===== config.mk =====
export PLATFORM = sky130hd
export DESIGN_NAME = reg_pair_digest_flat
export DESIGN_NICKNAME = d
export VERILOG_FILES = /design/src/rtl/reg_pair_digest_pkg.sv /design/src/rtl/reg_pair_digest_if.sv /design/src/rtl/reg_pair_digest_fold.sv /design/src/rtl/reg_pair_digest.sv /design/src/flat_wrapper.sv
export SDC_FILE = /design/constraint.sdc
export NUM_CORES = 1
export LEC_CHECK = 0
export CAP_MARGIN = 10
export CORE_ASPECT_RATIO = 0.9
export CORE_MARGIN = 5
export CORE_UTILIZATION = 53
export CTS_CLUSTER_DIAMETER = 40
export CTS_CLUSTER_SIZE = 20
export DETAILED_ROUTE_END_ITERATION = 8
export PLACE_DENSITY = 0.82
export SYNTH_ARGS = -nofsm -noshare
export SYNTH_HDL_FRONTEND = slang
export SYNTH_SLANG_ARGS = --single-unit

===== constraint.sdc =====
create_clock -name clk -period 3.2 [get_ports clk]
set_input_delay 0.48 -clock clk [delete_from_list [all_inputs] [get_ports clk]]
set_output_delay 0.48 -clock clk [all_outputs]
set_load 0.02 [all_outputs]

===== src/rtl/reg_pair_digest_pkg.sv =====
// reg_pair_digest_pkg: shared widths, FSM states and key-word helper for the pair digest engine
package reg_pair_digest_pkg;
  localparam int ADDR_W = 10;
  localparam int DATA_W = 32;
  localparam int KEY_W = 16;
  localparam int ROT_AMT = 5;
  typedef enum logic [1:0] {IDLE, ISSUE, DRAIN, DONE} state_t;
  function automatic logic [DATA_W-1:0] key_word(input logic [KEY_W-1:0] k);
    return {k, ~k};
  endfunction
endpackage


===== src/rtl/reg_pair_digest_if.sv =====
// reg_pair_digest_if: control, register-file read port and result bundle of the digest engine
interface reg_pair_digest_if;
  import reg_pair_digest_pkg::*;
  logic start;
  logic [ADDR_W-1:0] base_addr;
  logic [ADDR_W-1:0] len;
  logic [KEY_W-1:0] key_in;
  logic [ADDR_W-1:0] rf_reg1;
  logic [ADDR_W-1:0] rf_reg2;
  logic [DATA_W-1:0] rf_rdata1;
  logic [DATA_W-1:0] rf_rdata2;
  logic busy;
  logic done;
  logic [DATA_W-1:0] digest;
  modport master (
    output start, base_addr, len, key_in, rf_rdata1, rf_rdata2,
    input rf_reg1, rf_reg2, busy, done, digest
  );
  modport slave (
    input start, base_addr, len, key_in, rf_rdata1, rf_rdata2,
    output rf_reg1, rf_reg2, busy, done, digest
  );
endinterface


===== src/rtl/reg_pair_digest_fold.sv =====
// reg_pair_digest_fold: one combinational fold step of a word pair into the running digest
module reg_pair_digest_fold
  import reg_pair_digest_pkg::*;
(
  input  logic [DATA_W-1:0] acc,
  input  logic [DATA_W-1:0] rdata1,
  input  logic [DATA_W-1:0] rdata2,
  input  logic [KEY_W-1:0]  key,
  output logic [DATA_W-1:0] acc_nx
);
  assign acc_nx = ((acc << ROT_AMT) | (acc >> (DATA_W - ROT_AMT))) ^ (rdata1 + rdata2) ^ key_word(key);
endmodule


===== src/rtl/reg_pair_digest.sv =====
// reg_pair_digest: walks LEN word pairs from BASE over the register-file read ports and folds them into a keyed digest
module reg_pair_digest
  import reg_pair_digest_pkg::*;
(
  input logic clk,
  input logic rst_n,
  reg_pair_digest_if.slave bus
);
  state_t state, state_nx;
  logic [ADDR_W-1:0] ptr, cnt, rf_reg1, rf_reg2;
  logic [KEY_W-1:0] key;
  logic [DATA_W-1:0] acc, acc_nx, digest;
  logic vld;
  logic accept;
  assign accept = state == IDLE && bus.start;
  assign bus.busy = state != IDLE;
  assign bus.done = state == DONE;
  assign bus.rf_reg1 = rf_reg1;
  assign bus.rf_reg2 = rf_reg2;
  assign bus.digest = digest;
  reg_pair_digest_fold u_fold (
    .acc    (acc),
    .rdata1 (bus.rf_rdata1),
    .rdata2 (bus.rf_rdata2),
    .key    (key),
    .acc_nx (acc_nx)
  );
  always_ff @(posedge clk)
    if (!rst_n) state <= IDLE;
    else state <= state_nx;
  always_comb begin
    state_nx = state;
    state_nx = state == IDLE  ? (bus.start ? (bus.len == '0 ? DRAIN : ISSUE) : IDLE) :
               state == ISSUE ? (cnt == ADDR_W'(1) ? DRAIN : ISSUE) :
               state == DRAIN ? DONE : IDLE;
  end
  // rf_reg* are registered so they carry pair i's address throughout ISSUE cycle i
  always_ff @(posedge clk) begin
    if (!rst_n) begin
      ptr <= '0;
      cnt <= '0;
      key <= '0;
      acc <= '0;
      vld <= 1'b0;
      rf_reg1 <= '0;
      rf_reg2 <= '0;
      digest <= '0;
    end else begin
      vld <= state == ISSUE;
      if (accept) begin
        rf_reg1 <= bus.base_addr;
        rf_reg2 <= bus.base_addr + ADDR_W'(1);
        ptr <= bus.base_addr + ADDR_W'(2);
        cnt <= bus.len;
        key <= bus.key_in;
        acc <= key_word(bus.key_in);
      end else if (vld) acc <= acc_nx;
      if (state == ISSUE && cnt != ADDR_W'(1)) begin
        rf_reg1 <= ptr;
        rf_reg2 <= ptr + ADDR_W'(1);
        ptr <= ptr + ADDR_W'(2);
        cnt <= cnt - ADDR_W'(1);
      end
      if (state == DRAIN) digest <= vld ? acc_nx : acc;
    end
  end
endmodule


===== src/flat_wrapper.sv =====
// flat-port wrapper written by rule: the top's interface ports become plain ports
module reg_pair_digest_flat import reg_pair_digest_pkg::*;
  (clk, rst_n, bus_start, bus_base_addr, bus_len, bus_key_in, bus_rf_rdata1, bus_rf_rdata2, bus_rf_reg1, bus_rf_reg2, bus_busy, bus_done, bus_digest);
  reg_pair_digest_if bus_i ();
  input logic clk;
  input logic rst_n;
  input wire logic [$bits(bus_i.start)-1:0] bus_start;
  input wire logic [$bits(bus_i.base_addr)-1:0] bus_base_addr;
  input wire logic [$bits(bus_i.len)-1:0] bus_len;
  input wire logic [$bits(bus_i.key_in)-1:0] bus_key_in;
  input wire logic [$bits(bus_i.rf_rdata1)-1:0] bus_rf_rdata1;
  input wire logic [$bits(bus_i.rf_rdata2)-1:0] bus_rf_rdata2;
  output wire logic [$bits(bus_i.rf_reg1)-1:0] bus_rf_reg1;
  output wire logic [$bits(bus_i.rf_reg2)-1:0] bus_rf_reg2;
  output wire logic [$bits(bus_i.busy)-1:0] bus_busy;
  output wire logic [$bits(bus_i.done)-1:0] bus_done;
  output wire logic [$bits(bus_i.digest)-1:0] bus_digest;
  assign bus_i.start = bus_start;
  assign bus_i.base_addr = bus_base_addr;
  assign bus_i.len = bus_len;
  assign bus_i.key_in = bus_key_in;
  assign bus_i.rf_rdata1 = bus_rf_rdata1;
  assign bus_i.rf_rdata2 = bus_rf_rdata2;
  assign bus_rf_reg1 = bus_i.rf_reg1;
  assign bus_rf_reg2 = bus_i.rf_reg2;
  assign bus_busy = bus_i.busy;
  assign bus_done = bus_i.done;
  assign bus_digest = bus_i.digest;
  reg_pair_digest u_core (.clk(clk), .rst_n(rst_n), .bus(bus_i));
endmodule

==> out/results.ini <==
[synthesis]
synth_cell_types=80
ys.flop_type=dfxtp_1
avgSynthCellArea_um2=7.78
synth-edff-count=0
ys_warn_count=0
ys_ff_latch=123
synthArstFlopShare_pct=0
syn-cell-area_um2=7780
synth_nets=1139
syn_inst=1000
seq_area_frac_synth_pct=31.7

[clock_tree]
cts_hold_buf=0
path_clk_slew_ns=0.06
cts-root-buf=clkbuf_16
clk_latency_ns=0.42
cts_buffers=17
cts_setup_buffers=0
clockBufferDepth=2
htreeDepth=4
ctsResizeCount=0
cts_tree=done
cts.sinks=123

[drt]
drt_iter0_drc=946
drt_wl_total_mm=26.3
drcViolationCount=0
avgRoutedWirePerCell_um=18.9
antenna_left=0
num_vias=8435
firstDrtPassIters=5
viasPerCell=6.09

[finish]
area_delta_synth_final_pct=33.1
final_cell_mix=clkdlybuf4s50_1, nand2_1, dfxtp_1, a21oi_1, nor2_1
fin_cells=1386
final_common_cell=clkdlybuf4s50_1
nets=1314
insertedDiodeCount=0
utilization_pct=71.1
fin_area_um2=10400
drive_gt1_share_pct=9.93

[floorplanning]
io_pins=157
design.core.area_um2=14600
die_area_um2=17200
die_width_um=138
fp-row-count=42
die_y_um=125
start_util_pct=53.4

[setup_path]
crit_slowest_cell=or4b_1
cp-start-kind=flip-flop
cpLargestDelayFamily=simple AND/OR/NAND/NOR gates
cp_slowest_stage_delay_ns=0.53
crit_required_ns=3.50
critPathKind=reg -> reg
crit_arrival_ns=3.30
worst_setup_path_end_kind=flip-flop
cp_cell_sequence=ha_1 -> or4b_1 -> o31ai_4 -> nand2_1 -> nand2_1 -> ha_1 -> nand3_4 -> nor2_4 -> a221oi_2 -> a311o_1
path_max_fanout=7
critPathBufInv=0

[placed_design]
numPortBuffers=156
dp_hpwl_mm=19.1
place_area_um2=9790
gp_congestion=0.998
placed_cells=1354

[global_routing]
antenna_found_initial=0
grt_overflow=0
track_usage_pct=30.2
grt_max_degree=63
grt_pass1_wl_mm=41.6
grt_pass1_vias=7947

[worst_hold_path]
hold_class=reg -> reg

[sta]
setup_viol_count_final=0
post-route-min-period_ns=2.99
max-slew-margin-rel_pct=32.5
hold_violations=0
whs_ns=0.455
fmax_ghz=0.334
finClkSkew_ns=0.0124
worst_slew_pin_slew_ns=1.00
maxSlewViolCount=0
rsz0062_at_grt=false
finalCritPeriodShare_pct=93.5

[flow_run]
max_cap_viol_count=0

[pwr]
power_density_nw_per_um2=513
max-vdd-ir-drop_v=0.000388
leakage_nw=3.92

[status]
outcome=finished, final reports clean

-- flip-flops by register name, indices dropped and copies added (netlist names) --
| signal | cells |
|---|---|
| u_core.state | 2 |
| u_core.bus.digest | 32 |
| u_core.bus.rf_reg1 | 10 |
| u_core.key | 16 |
| u_core.ptr | 10 |
| u_core.cnt | 10 |
| u_core.bus.rf_reg2 | 10 |
| u_core.vld | 1 |
| u_core.acc | 32 |
-- metrics by stage --
step / TNS, ns / setup WS [ns] / power (mW)
after global placement: 0 / 0.0418 / 3.42
final: 0 / 0.206 / 5.32
after detailed placement: -0.0370 / -0.0258 / 3.45
after global routing: 0 / 0.00250 / 5.55
after floorplan: 0 / 0.457 / 2.84
after CTS: 0 / 0.235 / 5.28
-- synthesized netlist by cell type (10+ instances only) --
library cell  number  area [um2]
inv_1             15        56.3
nor3_1            20         100
ha_1              35         438
or3_1             11        68.8
and3_1            10        62.6
nand3_1           41         205
a21oi_1          101         505
a211oi_1          21         158
nand4_1           11        68.8
o21ai_0           63         315
clkbuf_1          41         154
a21o_1            10        75.1
dfxtp_1          123        2460
a31oi_1           17         106
mux2i_1           17         170
nand2_1          126         473
o21a_1            11        82.6
nor2_1            93         349
xor2_1            17         149
xnor2_1           75         657
-- cell families (layout without fill, tap and decap cells) --
family / Yosys count / in the layout / synth area share [%]
XOR/XNOR: 92 / 92 / 10.4
flip-flops: 123 / 123 / 31.7
adder cells (fa/ha/maj): 36 / 36 / 5.89
AO/OA/AOI/OAI: 294 / 294 / 24.0
AND/OR/NAND/NOR: 362 / 362 / 21.9
multiplexers: 17 / 17 / 2.19
buffers and inverters: 76 / 264 / 4.02
-- cell type report --
class	count	area (um2)
Clock inverter	11	95.1
Sequential cell	123	2460
Timing Repair Buffer	216	2010
Multi-Input combinational cell	801	5010
Inverter	16	60.1
Tap cell	198	248
Clock buffer	21	470
Fill cell	1168	4200
-- power breakdown --
part,internal [mW],switching (mW)
clock network,1.12,0.715
registers,1.66,0.122
logic,0.761,0.933
total,3.55,1.77
-- worst register-to-register path, delay by kind of cell, from the launching register on --
family | cells | cell delay, ns
compound gates | 3 | 0.78
simple gates | 5 | 1.13
fa+ha+maj | 2 | 0.57
flops | 1 | 0.42
-- metal layers --
| metal | global-route usage [%] | vias to the layer above | wire length, um |
|---|---|---|---|
| li1 | - | 3943 | - |
| met1 | 39.6 | 3892 | 10200 |
| met2 | 48.5 | 521 | 12200 |
| met3 | 7.27 | 79 | 2950 |
| met4 | 10.7 | 0 | 837 |
| met5 | 0 | - | 0 |
-- worst paths after layout --
path                                           start                     to  slack (ns)  depth (start not counted)
worst max-delay path                   u_core.cnt[0]  u_core.bus.rf_reg2[9]        0.21                         10
worst min register to register  u_core.bus.digest[7]   u_core.bus.digest[7]        0.46                          2
worst min-delay path            u_core.bus.digest[7]   u_core.bus.digest[7]        0.46                          2
worst max register to register         u_core.cnt[0]  u_core.bus.rf_reg2[9]        0.21                         10
(Power assumes the default switching activity.)
